==> src/rtl/parking_time_countdown_if.sv <==
// Load/status bundle between the time incrementer, the countdown and the display driver.
// COUNTDOWN_PAUSE_EN adds the pause input to the bundle.
interface parking_time_countdown_if;
    logic        load;
    logic [15:0] load_value;
`ifdef COUNTDOWN_PAUSE_EN
    logic        pause;
`endif
    logic [15:0] time_left;
    logic        display_on;
    logic        expired;
    logic        low_time;
    logic        sec_tick;

    modport master (
        output load, load_value,
`ifdef COUNTDOWN_PAUSE_EN
        output pause,
`endif
        input  time_left, display_on, expired, low_time, sec_tick
    );

    modport slave (
        input  load, load_value,
`ifdef COUNTDOWN_PAUSE_EN
        input  pause,
`endif
        output time_left, display_on, expired, low_time, sec_tick
    );
endinterface

==> src/rtl/parking_time_countdown.sv <==
// Parking-meter countdown: counts loaded seconds down once per second and drives display blinking.
// Optional feature macro: COUNTDOWN_PAUSE_EN (freezes countdown and blinking while bus.pause=1).
module parking_time_countdown #(
    parameter int unsigned CLK_HZ     = 100_000_000,
    parameter logic [15:0] MAX_TIME   = 16'd9999,
    parameter logic [15:0] LOW_THRESH = 16'd200
) (
    input  logic                     clk,
    input  logic                     rst,
    parking_time_countdown_if.slave  bus
);
    localparam int unsigned HALF       = CLK_HZ / 2;
    localparam int          PW         = (HALF > 1) ? $clog2(HALF) : 1;
    localparam logic [PW-1:0] PRESC_LAST = PW'(HALF - 1);

    typedef enum logic [1:0] {
        ST_NORMAL,
        ST_LOW,
        ST_EXPIRED
    } state_e;

    function automatic logic [15:0] sat_load(input logic [15:0] v);
        return (v > MAX_TIME) ? MAX_TIME : v;
    endfunction

    function automatic state_e classify(input logic [15:0] t);
        if (t == 16'd0)
            return ST_EXPIRED;
        else if (t < LOW_THRESH)
            return ST_LOW;
        else
            return ST_NORMAL;
    endfunction

    logic [PW-1:0] presc_q, presc_d;
    logic          phase_q, phase_d;
    logic [15:0]   time_q, time_d;
    logic          disp_q, disp_d;
    logic          tick_q, tick_d;
    state_e        state_q, state_d;
    logic          wrap, dec, freeze;

    always_comb begin
        freeze = 1'b0;
`ifdef COUNTDOWN_PAUSE_EN
        freeze = bus.pause;
`endif
        wrap    = (presc_q == PRESC_LAST);
        dec     = wrap && phase_q && (time_q != 16'd0) && !freeze;
        presc_d = wrap ? '0 : presc_q + PW'(1);
        phase_d = phase_q ^ wrap;
        time_d  = dec ? time_q - 16'd1 : time_q;
        tick_d  = dec;
        if (freeze) begin
            presc_d = presc_q;
            phase_d = phase_q;
        end
        // A load overrides any coincident wrap or decrement and restarts the second.
        if (bus.load) begin
            time_d  = sat_load(bus.load_value);
            presc_d = '0;
            phase_d = 1'b0;
            tick_d  = 1'b0;
        end
        state_d = classify(time_d);

        // Entering a new meter state always starts with digits visible.
        if (bus.load || (state_d != state_q) || freeze) begin
            disp_d = 1'b1;
        end else begin
            unique case (state_q)
                ST_EXPIRED: disp_d = wrap ? !disp_q : disp_q;
                ST_LOW:     disp_d = (wrap && phase_q) ? !disp_q : disp_q;
                default:    disp_d = 1'b1;
            endcase
        end
    end

    always_ff @(posedge clk) begin
        if (rst) begin
            presc_q <= '0;
            phase_q <= 1'b0;
            time_q  <= 16'd0;
            disp_q  <= 1'b1;
            tick_q  <= 1'b0;
            state_q <= ST_EXPIRED;
        end else begin
            presc_q <= presc_d;
            phase_q <= phase_d;
            time_q  <= time_d;
            disp_q  <= disp_d;
            tick_q  <= tick_d;
            state_q <= state_d;
        end
    end

    assign bus.time_left  = time_q;
    assign bus.display_on = disp_q;
    assign bus.expired    = (state_q == ST_EXPIRED);
    assign bus.low_time   = (state_q == ST_LOW);
    assign bus.sec_tick   = tick_q;
endmodule

==> src/flat_wrapper.sv <==
// flat-port wrapper written by rule: the top's interface ports become plain ports
module parking_time_countdown_flat 
#(
    parameter int unsigned CLK_HZ     = 100_000_000,
    parameter logic [15:0] MAX_TIME   = 16'd9999,
    parameter logic [15:0] LOW_THRESH = 16'd200
)
  (clk, rst, bus_load, bus_load_value, bus_time_left, bus_display_on, bus_expired, bus_low_time, bus_sec_tick);
  parking_time_countdown_if bus_i ();
  input  logic clk;
  input  logic rst;
  input wire logic [$bits(bus_i.load)-1:0] bus_load;
  input wire logic [$bits(bus_i.load_value)-1:0] bus_load_value;
  output wire logic [$bits(bus_i.time_left)-1:0] bus_time_left;
  output wire logic [$bits(bus_i.display_on)-1:0] bus_display_on;
  output wire logic [$bits(bus_i.expired)-1:0] bus_expired;
  output wire logic [$bits(bus_i.low_time)-1:0] bus_low_time;
  output wire logic [$bits(bus_i.sec_tick)-1:0] bus_sec_tick;
  assign bus_i.load = bus_load;
  assign bus_i.load_value = bus_load_value;
  assign bus_time_left = bus_i.time_left;
  assign bus_display_on = bus_i.display_on;
  assign bus_expired = bus_i.expired;
  assign bus_low_time = bus_i.low_time;
  assign bus_sec_tick = bus_i.sec_tick;
  parking_time_countdown #(.CLK_HZ(CLK_HZ), .MAX_TIME(MAX_TIME), .LOW_THRESH(LOW_THRESH)) u_core (.clk(clk), .rst(rst), .bus(bus_i));
endmodule
==> config.mk <==
export PLATFORM = sky130hd
export DESIGN_NAME = parking_time_countdown_flat
export DESIGN_NICKNAME = d
export VERILOG_FILES = /design/src/rtl/parking_time_countdown_if.sv /design/src/rtl/parking_time_countdown.sv /design/src/flat_wrapper.sv
export SDC_FILE = /design/constraint.sdc
export NUM_CORES = 1
export LEC_CHECK = 0
export ABC_AREA = 1
export CAP_MARGIN = 25
export CORE_MARGIN = 5
export CORE_UTILIZATION = 50
export DETAILED_ROUTE_END_ITERATION = 16
export GPL_TIMING_DRIVEN = 0
export PLACE_DENSITY = 0.73
export SLEW_MARGIN = 20
export SYNTH_ARGS = -nofsm -noshare
export SYNTH_HDL_FRONTEND = slang
export SYNTH_SLANG_ARGS = --single-unit
==> constraint.sdc <==
create_clock -name clk -period 7 [get_ports clk]
set_input_delay 1.4 -clock clk [delete_from_list [all_inputs] [get_ports clk]]
set_output_delay 1.4 -clock clk [all_outputs]
set_load 0.005 [all_outputs]
==> run metrics, run 1 <==
clock sinks=47; relative slew slack=70.2%; commonest cells after routing, fill and taps aside=nand2_1 (127), nor2_1 (65), dfxtp_1 (47), inv_1 (46), clkdlybuf4s50_1 (36); startpoint type of the worst setup path=primary input; antenna violations before repair=0; library cell with the largest summed area after synthesis=dfxtp_1; Worst Hold Depth=1; vias=3013; fraction of post-synthesis cell area in the top cell type by area=30.4%; startpoint of the worst-slack reg-to-reg timing path=u_core.presc_q[19]$_SDFF_PP0_; layout-stage area growth over the synthesis result=18.5%; Top Ports=39; Ys Warns=0; post-cts sizing count=0; final antenna-violating net count=0; minimum period implied by the final worst setup slack=3230 ps; number of buffers inserted during clock tree synthesis=5; result of the run=finished, final reports clean; category of the worst setup path capture point=flip-flop; Maximum Capacitance Violations=0; routed wire length=7480 um; skew final=10.7 ps; commonest non-fill, non-tap cell in the layout=nand2_1; worst ir drop on vdd=0.0834 mV; total setup violations reported at the end of the flow=0; unrepaired setup endpoints after global routing=false; buffers inserted by post-CTS timing repair=0; CTS Hold Buffers Added=0; number of diodes=0; post-DP HPWL=5940 um; DRC errors left=0; IO Port Bufs=36; via count of the first global-routing pass=2783; crit path to=u_core.bus.display_on$_SDFFE_PP1P_; buffer type at the clock tree root=clkbuf_8; maximum number of pins on one net before global-route repair=17; r2r endpoint=u_core.bus.display_on$_SDFFE_PP1P_; synthesized area per cell=6.59 um2; total power divided by cell area=162 nW/um2; overall power after layout=595 uW; static power due to leakage=1.56 nW; reg-to-reg setup timing slack=3970 ps; via density per instance=5.12; Critical Path AT=3430 ps; CTS tree=yes; final global-route overflow total=0; Distinct cells, synth=41; Post-Route Setup TNS=0 ps; row count=28; clock latency on the worst-skew pair=310 ps; Hold Worst Slack=454 ps; WL per Instance=12.7 um; Syn Std Cell Area=3090 um2; Detailed Route Iter0 Violations=181; CP Launch Point=bus_load_value[10]; leading post-synthesis cells by cell area=dfxtp_1 (30%), nand2_1 (15%), nor2_1 (7.9%); classification of the worst setup path=primary input to flip-flop; deepest level of the CTS H-tree=2; final number of max-transition violations=0; Synth Register Bits=47; share of synthesized area occupied by flip-flops and latches=30.4%; CP max FO=4; Placed Instances=580; die width=88.6 um; Detailed Routing Iterations Pass 1=4; total global routing track utilization=20.7%; DIE HEIGHT=88.6 um; deepest clock path buffer count=2; worst min path class=flip-flop to flip-flop; f_max=0.310 GHz; count of mapped cells out of synthesis=469; fraction of layout cells with a size suffix above 1=16.2%; CP required=7200 ps; Hold Violations, Final=0; first-pass GRT wire length=12800 um; Core Region=5960 um2; net count after synthesis=493; clock-pin slew reported for the worst setup and hold paths after clock tree synthesis=90 ps; RD Place Congestion=0.895; post-route non-filler standard cell count=588; Worst-Margin Slew=447 ps; ratio of final minimum period to clock period=46.1%; worst reg-to-reg path cell count=18; number of nets in the layout=536; starting density of the core=51.9%; area of the die=7850 um2
## registers in the layout, summed over array words and instances, names as in the netlist
register	count
u_core.state_q	2
u_core.bus.sec_tick	1
u_core.bus.time_left	16
u_core.bus.display_on	1
u_core.phase_q	1
u_core.presc_q	26
## power by group
| part | switching [mW] | internal [mW] |
|---|---|---|
| Sequential | 0.00864 | 0.273 |
| Combinational | 0.0588 | 0.0433 |
| Clock | 0.102 | 0.108 |
| Total | 0.170 | 0.425 |
## worst min path at each step
stage	slack (ps)	endpoint	from
after floorplan	420	u_core.presc_q[0]$_SDFF_PP0_	u_core.presc_q[0]$_SDFF_PP0_
after global placement	430	u_core.presc_q[0]$_SDFF_PP0_	u_core.presc_q[0]$_SDFF_PP0_
after detailed placement	440	u_core.presc_q[0]$_SDFF_PP0_	u_core.presc_q[0]$_SDFF_PP0_
after CTS	460	u_core.presc_q[0]$_SDFF_PP0_	u_core.presc_q[0]$_SDFF_PP0_
after global routing	490	u_core.presc_q[0]$_SDFF_PP0_	u_core.presc_q[0]$_SDFF_PP0_
final	450	u_core.presc_q[0]$_SDFF_PP0_	u_core.presc_q[0]$_SDFF_PP0_
## per-layer routing
layer	wire length, um	vias up	global-route usage (%)
met4	87	0	5.08
met2	3210	70	31.0
met3	344	8	3.26
li1	-	1585	-
met5	0	-	0
met1	3850	1350	30.8
## cells in the mapped netlist, drive strengths merged
library cell	number
clkinv	1
inv	52
a31oi	1
nand3b	4
o21bai	1
or2	4
nand3	41
nand2	147
o21a	5
buf	7
nor4	2
xor2	4
o21ai	11
nand4	13
nor3	14
a21oi	16
a21boi	2
a211oi	2
ha	5
nor2	84
nor3b	3
clkbuf	2
xnor2	1
dfxtp	47
## metrics by stage
stage	area, um2	setup WS [ps]	util [%]
2_1_floorplan	3090	4170	-
3_3_place_gp	3540	3590	59.5
3_5_place_dp	3540	3510	59.5
4_1_cts	3660	3830	61.5
5_1_grt	3660	3540	61.5
6_report	3660	3770	61.5
## critical path, cell delays in order
cell             delay, ps
clkdlybuf4s50_1        460
inv_1                   90
nor2_1                  60
nand2_1                100
nand2_1                 60
nand2_1                120
nand2_1                130
o21ai_0                210
nand2_1                100
inv_1                  100
nand2_1                 70
nor2_2                  90
nand2_2                 80
nor2_2                 130
nor2_1                  50
nor2_1                  90
nand2_1                 70
## area by class of cell
class / count / area, um2
buffer: 9 / 60.1
sequential: 47 / 941
multi-input combinational: 360 / 1890
inverter: 53 / 201
clock inverter: 3 / 47.5
tap: 75 / 93.8
fill: 567 / 2290
clock buffer: 5 / 68.8
timing repair buffer: 36 / 360
## cell families after synthesis
group           count (synthesis)  share of synthesized area [%]
compound gates                 38                           7.25
xor+xnor                        5                           1.42
fa+ha+maj                       5                           2.02
buf+inv                        62                           8.46
flops                          47                           30.4
simple gates                  312                           50.4
Power figures use the tool's default switching activity.
==> run 2: changes to the inputs <==
Clock period 7 ns to 3.4 ns, I/O delays scaled along.
==> results of run 2 <==
Same layout as run 1 (identical final DEF). Status: finished, final reports clean.
Among the figures that moved: setup slack after placement 3510 ps -> 429 ps; clock-pin slew on the worst setup and hold paths 90 ps -> 100 ps; setup slack after layout 3770 ps -> 372 ps; start point of the critical path bus_load_value[10] -> u_core.presc_q[19]$_SDFF_PP0_; register-to-register setup slack 3970 ps -> 370 ps; total power 0.595 mW -> 1.22 mW; worst IR drop on VDD 0.0834 mV -> 0.172 mV
==> run 3: changes to the inputs <==
Settings changed: MAX_ROUTING_LAYER set to met4.
==> run metrics, run 3 (same netlist as run 1, synthesis figures left out) <==
Detailed Routing Iterations Pass 1=5 (was 4); r2r endpoint=u_core.bus.display_on$_SDFFE_PP1P_ (unchanged); category of the worst setup path capture point=flip-flop (unchanged); Post-Route Setup TNS=0 ps (unchanged); routed length on met2=3200 um (was 3210 um); destination of the worst hold path=u_core.presc_q[0]$_SDFF_PP0_ (unchanged); startpoint type of the worst setup path=flip-flop (unchanged); final number of max-transition violations=0 (unchanged); reg-to-reg setup timing slack=360 ps (was 370 ps); Worst Hold Depth=1 (unchanged); CP required=3600 ps (about the same); WL per Instance=12.7 um (about the same); worst reg-to-reg path cell count=18 (unchanged); post-route non-filler standard cell count=588 (unchanged); number of buffers inserted during clock tree synthesis=5 (unchanged); Placed Instances=580 (unchanged); source of the worst hold timing path=u_core.presc_q[0]$_SDFF_PP0_ (unchanged); buffers inserted by post-CTS timing repair=0 (unchanged); number of diodes=0 (unchanged); CP max FO=10 (unchanged); library cell appearing most often on the critical path=nand2_1 (unchanged); delay of the slowest cell on the worst path=460 ps (about the same); slowest library cell on the worst path=dfxtp_1 (unchanged); buffer type at the clock tree root=clkbuf_8 (unchanged); number of filler instances in the final layout=567 (unchanged); clock sinks=47 (unchanged); footprint of the multi-input gates=1890 um2 (unchanged); fraction of layout cells with a size suffix above 1=16.2% (unchanged); largest register by flop count=u_core.presc_q (unchanged); CTS tree=yes (unchanged); max reg flops=26 (unchanged); final global-route overflow total=0 (unchanged); antenna violations before repair=0 (unchanged); Maximum Capacitance Violations=0 (unchanged); worst ir drop on vdd=0.172 mV (about the same); classification of the worst setup path=flip-flop to flip-flop (unchanged); Hold Worst Slack=454 ps (about the same); via density per instance=5.13 (was 5.12); f_max=0.328 GHz (was 0.330 GHz); static power due to leakage=1.56 nW (unchanged); Core Region=5960 um2 (unchanged); die width=88.6 um (unchanged); overall power after layout=1.23 mW (was 1.22 mW); commonest cells after routing, fill and taps aside=nand2_1 (127), nor2_1 (65), dfxtp_1 (47), inv_1 (46), clkdlybuf4s50_1 (36) (unchanged); RD Place Congestion=0.910 (was 0.895); via count of the first global-routing pass=2784 (was 2783); post-DP HPWL=5940 um (unchanged); skew final=10.7 ps (about the same); Detailed Route Iter0 Violations=192 (was 181); first-pass GRT wire length=12800 um (about the same); clock latency on the worst-skew pair=310 ps (about the same); vias=3016 (was 3013); starting density of the core=51.9% (unchanged); Storage cell area=941 um2 (unchanged); worst min path class=flip-flop to flip-flop (unchanged); total setup violations reported at the end of the flow=0 (unchanged); CTS Hold Buffers Added=0 (unchanged); number of nets in the layout=536 (unchanged); M1 wire length=3830 um (was 3850 um); utilization after layout=61.5% (unchanged); minimum period implied by the final worst setup slack=3040 ps (was 3030 ps); total power divided by cell area=335 nW/um2 (was 334 nW/um2); deepest level of the CTS H-tree=2 (unchanged); final antenna-violating net count=0 (unchanged); area of the die=7850 um2 (unchanged); result of the run=finished, final reports clean (unchanged); Top Ports=39 (unchanged); CP top delay family=simple AND/OR/NAND/NOR gates (unchanged); unrepaired setup endpoints after global routing=false (unchanged); Hold Violations, Final=0 (unchanged); Worst-Margin Slew=455 ps (was 447 ps); layout-stage area growth over the synthesis result=18.5% (unchanged); row count=28 (unchanged); relative slew slack=69.7% (was 70.2%); DRC errors left=0 (unchanged); total global routing track utilization=21.3% (was 20.7%); routed wire length=7460 um (was 7480 um); Critical Path AT=3250 ps (was 3230 ps); IO Port Bufs=36 (unchanged); post-cts sizing count=0 (unchanged); commonest non-fill, non-tap cell in the layout=nand2_1 (unchanged); CP bufs+invs=2 (unchanged); DIE HEIGHT=88.6 um (unchanged); uppermost routed layer=met4 (unchanged); startpoint of the worst-slack reg-to-reg timing path=u_core.presc_q[19]$_SDFF_PP0_ (unchanged); met3 wirelength from detailed routing=346 um (was 344 um); maximum number of pins on one net before global-route repair=17 (unchanged); clock-pin slew reported for the worst setup and hold paths after clock tree synthesis=100 ps (about the same); list of cells traversed by the critical path=nand4_1 > nor4_1 > nand3_1 > nor3_2 > ha_1 > buf_2 > buf_2 > nand4_1 > nand2_1 > nand2_1 > nand2_1 > nand2_1 > nor2_1 > nand2_1 > nor2_2 > nor2_1 > nor2_1 > nand2_1 (unchanged); ratio of final minimum period to clock period=89.6% (was 89.1%); deepest clock path buffer count=2 (unchanged)
[run 3: cell counts in the layout (fill, tap and decap cells not counted)]
Identical to the previous run, type by type.
[run 3: cell type report]
class                      count  share of cell area [%]
multi-input combinational    360                    51.6
clock buffer                   5                    1.88
buffer                         9                    1.64
inverter                      53                    5.50
tap                           75                    2.56
clock inverter                 3                    1.30
timing repair buffer          36                    9.84
sequential                    47                    25.7
[run 3: metrics by stage]
step           cell area, um2  setup WS [ps]
6_report                 3660            355
5_1_grt                  3660           60.2
4_1_cts                  3660            382
3_5_place_dp             3540            429
3_3_place_gp             3540            458
2_1_floorplan            3090            903
[run 3: worst max-delay path by stage]
| stage | from | slack (ps) | to | cells past startpoint |
|---|---|---|---|---|
| floorplan | u_core.presc_q[0]$_SDFF_PP0_ | 900 | u_core.bus.display_on$_SDFFE_PP1P_ | 19 |
| global placement | u_core.presc_q[19]$_SDFF_PP0_ | 460 | u_core.bus.display_on$_SDFFE_PP1P_ | 18 |
| detailed placement | u_core.presc_q[19]$_SDFF_PP0_ | 430 | u_core.bus.display_on$_SDFFE_PP1P_ | 18 |
| CTS | u_core.presc_q[19]$_SDFF_PP0_ | 380 | u_core.bus.display_on$_SDFFE_PP1P_ | 18 |
| global route | u_core.presc_q[19]$_SDFF_PP0_ | 60 | u_core.bus.display_on$_SDFFE_PP1P_ | 18 |
| finish | u_core.presc_q[19]$_SDFF_PP0_ | 360 | u_core.bus.display_on$_SDFFE_PP1P_ | 18 |
[run 3: power breakdown]
| group | total [mW] | switching [mW] | internal [mW] |
|---|---|---|---|
| Combinational | 0.210 | 0.121 | 0.0892 |
| Sequential | 0.580 | 0.0176 | 0.562 |
| Clock | 0.435 | 0.212 | 0.223 |
[run 3: routing by layer]
layer / up-vias / GRT usage (%)
li1: 1590 / -
met1: 1342 / 30.9
met2: 75 / 31.1
met3: 9 / 2.89
met4: 0 / 5.08
met5: - / -
==> variant 1, RTL diff (flow settings as in run 3) <==
`LOW_THRESH` is set to 16'd200 in 2 places; all go to 16'd150.
--- a/src/rtl/parking_time_countdown.sv
+++ b/src/rtl/parking_time_countdown.sv
@@ -3,7 +3,7 @@
 module parking_time_countdown #(
     parameter int unsigned CLK_HZ     = 100_000_000,
     parameter logic [15:0] MAX_TIME   = 16'd9999,
-    parameter logic [15:0] LOW_THRESH = 16'd200
+    parameter logic [15:0] LOW_THRESH = 16'd150
 ) (
     input  logic                     clk,
     input  logic                     rst,
--- a/src/flat_wrapper.sv
+++ b/src/flat_wrapper.sv
@@ -3,7 +3,7 @@
 #(
     parameter int unsigned CLK_HZ     = 100_000_000,
     parameter logic [15:0] MAX_TIME   = 16'd9999,
-    parameter logic [15:0] LOW_THRESH = 16'd200
+    parameter logic [15:0] LOW_THRESH = 16'd150
 )
   (clk, rst, bus_load, bus_load_value, bus_time_left, bus_display_on, bus_expired, bus_low_time, bus_sec_tick);
   parking_time_countdown_if bus_i ();
Formal check against the unedited RTL: not equivalent (a bounded check fails within 4 cycles, from zero or initial values and one cycle with rst high).
==> variant 1 against run 3 <==
  * Design area decreased by 6.2%
  * Worst setup slack improved by 0.17 ns
  * Power increased by 3.1%
  * Sequential cell count unchanged
  * Non-clock buffer count unchanged
  * Wire length decreased by 2.2%
  * Worst hold slack about the same
  * Area after synthesis decreased by 8.3%
==> variant 1: results (changes against run 3) <==
worst_pin_slew_ns: 0.5561  # +0.1015 ns
grt_usage_pct: 21.39  # +0.12 points
pre_cts_ws_ns: 0.3510  # -0.07828 ns
whs_endpoint: "u_core.presc_q[0]"
syn_inst: 448  # -4.5%
grt_antenna_before_repair: 0  # unchanged
nets: 517  # -3.5%
skew_ns: 0.007050  # -0.003656 ns
clockRootBuffer: "clkbuf_8"
synth_seq_area_share_pct: 33.19  # +2.7 points
p_leak_nw: 1.472  # -5.8%
dp_cells: 557  # -4.0%
drt_wl_total_mm: 7.299  # -2.2%
grt_pass1_wl_mm: 12.25  # -4.6%
outcome: "completed"
synth_common_cells: "125 x nand2_1, 72 x nor2_1, 53 x inv_1"
clk_pin_slew_ns: 0.10  # about the same
grt_pass1_vias: 2673  # -4.0%
cts_resized: 0  # unchanged
dpl.hpwl_mm: 5.636  # -5.1%
n_antenna_cell: 0  # unchanged
dr.first_iter.drc_count: 214  # +11%
place_congestion: 0.8903  # -2.2%
num_vias: 2951  # -2.2%
clkLatencyLatePin_ns: 0.30
numPortBuffers: 37  # +2.8%
r2r_start: "u_core.presc_q[0]"
min_path_type: "register to register"
postPlaceCellArea_sq_mm: 0.003296  # -7.0%
synth_fp_nets: 473  # -4.1%
ys_types: 32  # -22%
synth_area_leaders: "dfxtp_1 33%, nand2_1 17%, nor2_1 9.5%, inv_1 7.0%, nand3_1 6.5%"
n_fill_cell: 532  # -6.2%
arrival_ns: 3.09  # -0.16 ns
holdPathStages: 1  # unchanged
crit_type: "register to register"
cts-buffers-inserted: 5  # unchanged
synth-compound-area-share_pct: 9.223  # +2.0 points
yosys.area_share.adder_pct: 2.648  # +0.62 points
whs_ns: 0.4546  # +0.0003950 ns
synthXorXnorAreaFrac_pct: 1.853  # +0.44 points
vdd_drop_max_uv: 312.2  # +82%
drtPass1Iterations: 5  # unchanged
via_per_inst: 5.223  # +1.8%
worst-r2r-setup-slack_ns: 0.52  # +0.17 ns
drive_gt1_share_pct: 6.288  # -9.9 points
cts_setup_buffers: 0  # unchanged
variant 1: cell type report:
| type | instances | area (sq um) | share of cell area [%] |
|---|---|---|---|
| sequential | 47 | 940.9 | 27.39 |
| clock buffer | 5 | 68.82 | 2.003 |
| tap | 72 | 90.09 | 2.622 |
| buffer | 8 | 65.06 | 1.894 |
| clock inverter | 3 | 71.32 | 2.076 |
| inverter | 55 | 206.4 | 6.009 |
| timing repair buffer | 37 | 370.4 | 10.78 |
| multi-input combinational | 338 | 1623 | 47.23 |
variant 1: per-layer routing:
layer	global-route usage, %	up-vias	routed length (um)
li1	-	1519	-
met1	28.98	1329	3560
met2	32.49	93	3155
met3	4.466	10	481
met4	5.324	0	102
met5	-	-	0
variant 1: worst max path at each step:
stage / end / slack [ns] / depth (start not counted)
finish: u_core.bus.display_on / 0.52 / 18
global route: u_core.bus.display_on / 0.19 / 18
CTS: u_core.bus.display_on / 0.53 / 18
detailed placement: u_core.bus.display_on / 0.35 / 14
global placement: u_core.bus.display_on / 0.42 / 14
floorplan: u_core.bus.display_on / 1.05 / 18
variant 1: where the power goes:
part | internal (mW) | switching (mW) | total [mW]
Combinational | 0.0775 | 0.100 | 0.178
Sequential | 0.561 | 0.0159 | 0.577
Clock | 0.299 | 0.209 | 0.508
Total | 0.937 | 0.326 | 1.26
variant 1: worst max-delay path, stage by stage (launching register included):
cell     delay [ns]
dfxtp_1        0.36
ha_1           0.17
nand2_1        0.08
nor2_1         0.12
nand3_1        0.17
nor2_1         0.26
ha_1           0.34
nand2_4        0.12
buf_12         0.16
nand2_1        0.05
nand3_1        0.07
nand2_1        0.10
nand2_1        0.06
nor2_1         0.23
nand2_1        0.13
nor2_1         0.14
nand3_1        0.09
nand2_1        0.07
nand2_1        0.04
==> variant 2, RTL diff (config.mk and constraints of run 3) <==
Made on the original files. Re-encode `state_e` (3 states) as one-hot, 3 bits wide.
--- a/src/rtl/parking_time_countdown.sv
+++ b/src/rtl/parking_time_countdown.sv
@@ -13,10 +13,10 @@
     localparam int          PW         = (HALF > 1) ? $clog2(HALF) : 1;
     localparam logic [PW-1:0] PRESC_LAST = PW'(HALF - 1);
 
-    typedef enum logic [1:0] {
-        ST_NORMAL,
-        ST_LOW,
-        ST_EXPIRED
+    typedef enum logic [2:0] {
+        ST_NORMAL  = 3'b001,
+        ST_LOW     = 3'b010,
+        ST_EXPIRED = 3'b100
     } state_e;
 
     function automatic logic [15:0] sat_load(input logic [15:0] v);
Formal check against the unedited RTL: no difference found for any inputs over 10 cycles, from zero or initial values and one cycle with rst high; not proved beyond that.
==> variant 2 against run 3 <==
  * Critical path depth rose by 1
  * Area after synthesis rose by 2.4%
  * Clock skew fell by 0.0059 ns
  * Sequential share of layout area rose by 0.11 points
  * Sequential power rose by 2%
  * Core utilization fell by 1.8 points
  * Largest cell class unchanged
  * Clock power fell by 19%
  * Design area rose by 1.7%
  * Wire length rose by 0.66%
  * Sequential cell count rose by 1
  * Final cell count rose by 4.6%
  * Worst setup slack improved by 0.015 ns
  * Power fell by 5.4%
  * Non-clock buffer count rose by 2
==> variant 2: results (changes against run 3) <==
setup.worst_path.start: "u_core.presc_q[0]"
n_antenna_cell: 0  # unchanged
nets: 561  # +4.7%
grt_max_degree: 15  # -2
p_leak_nw: 1.612  # +3.1%
slowest_delay_ns: 0.40  # -0.06 ns
skew_ns: 0.004763  # -0.005942 ns
synth_seq_area_share_pct: 30.36  # -0.090 points
synthXorXnorAreaFrac_pct: 1.383  # -0.034 points
synth_fp_nets: 517  # +4.9%
dr.first_iter.drc_count: 133  # -31%
grt_usage_pct: 21.35  # +0.077 points
arrival_ns: 3.23  # -0.02 ns
outcome: "completed"
drt_wl_total_mm: 7.512  # +0.66%
yosys-mux-area-fraction_pct: 0  # unchanged
synth_area_leaders: "dfxtp_1 30%, nand2_1 16%, inv_1 7.8%, nor2_1 7.2%, nand2_2 4.7%"
synth_common_cells: "131 x nand2_1, 66 x inv_1, 61 x nor2_1"
grt_pass1_wl_mm: 13.23  # +3.0%
slowest_stage: "nor3_1"
num_vias: 3105  # +3.0%
worst-r2r-setup-slack_ns: 0.37
rr_worst_depth: 19  # +1
drtPass1Iterations: 6  # +1
vdd_drop_max_uv: 205.8  # +20%
dpl.hpwl_mm: 6.033  # +1.6%
place_congestion: 0.9833  # +8.0%
synth-compound-area-share_pct: 7.036  # -0.21 points
yosys.area_share.adder_pct: 1.581  # -0.44 points
slew_headroom_pct: 68.98  # -0.68 points
ys_types: 36  # -12%
numPortBuffers: 37  # +2.8%
postPlaceCellArea_sq_mm: 0.003632  # +2.5%
cp_num_cells: 19  # +1
n_fill_cell: 589  # +3.9%
grt_pass1_vias: 2880  # +3.4%
drive_gt1_share_pct: 15.80  # -0.38 points
-- variant 2: cell count changes after synthesis, moves of 4 or more --
cell / delta
inv_1: +20
nand3_1: -6
nand2_1: +4
nor2_4: +4
a21oi_1: +6
nor2_1: -4
nand2_2: +8
-- variant 2: routing by layer --
layer	wire length, um	track usage [%]	up-vias
met5	0	-	-
li1	-	-	1641
met4	94	5.954	0
met1	3808	30.63	1386
met2	3278	31.05	70
met3	331	3.285	8
-- variant 2: through the flow --
step	util, %	power, mW	std cells	setup slack (ns)	hold slack [ns]
after floorplan	-	0.7415	494	0.8737	0.4179
after global placement	58.20	0.8139	608	0.3866	0.4290
after detailed placement	58.20	0.8179	608	0.3923	0.4356
after CTS	59.66	1.165	615	0.3805	0.4560
after global routing	59.66	1.220	615	0.01506	0.4759
final	59.66	1.159	615	0.3699	0.4557
-- variant 2: cells by family (layout without fill, tap and decap cells) --
kind of cell / after synthesis / in the layout
simple gates: 312 / 312
xor+xnor: 5 / 5
flops: 48 / 48
fa+ha+maj: 4 / 4
buf+inv: 83 / 127
compound gates: 42 / 42
-- variant 2: cell type report --
cell class	instances	area (sq um)	area share [%]
buffer	10	82.58	2.218
multi-input combinational	363	1848	49.63
clock buffer	6	82.58	2.218
sequential	48	960.9	25.81
inverter	73	274.0	7.359
timing repair buffer	37	370.4	9.946
clock inverter	1	8.758	0.2352
tap	77	96.34	2.587
-- variant 2: power breakdown --
group / internal (mW) / total [mW] / switching (mW)
registers: 0.574 / 0.592 / 0.0180
clock network: 0.163 / 0.353 / 0.191
logic: 0.0896 / 0.214 / 0.124
total: 0.826 / 1.16 / 0.333
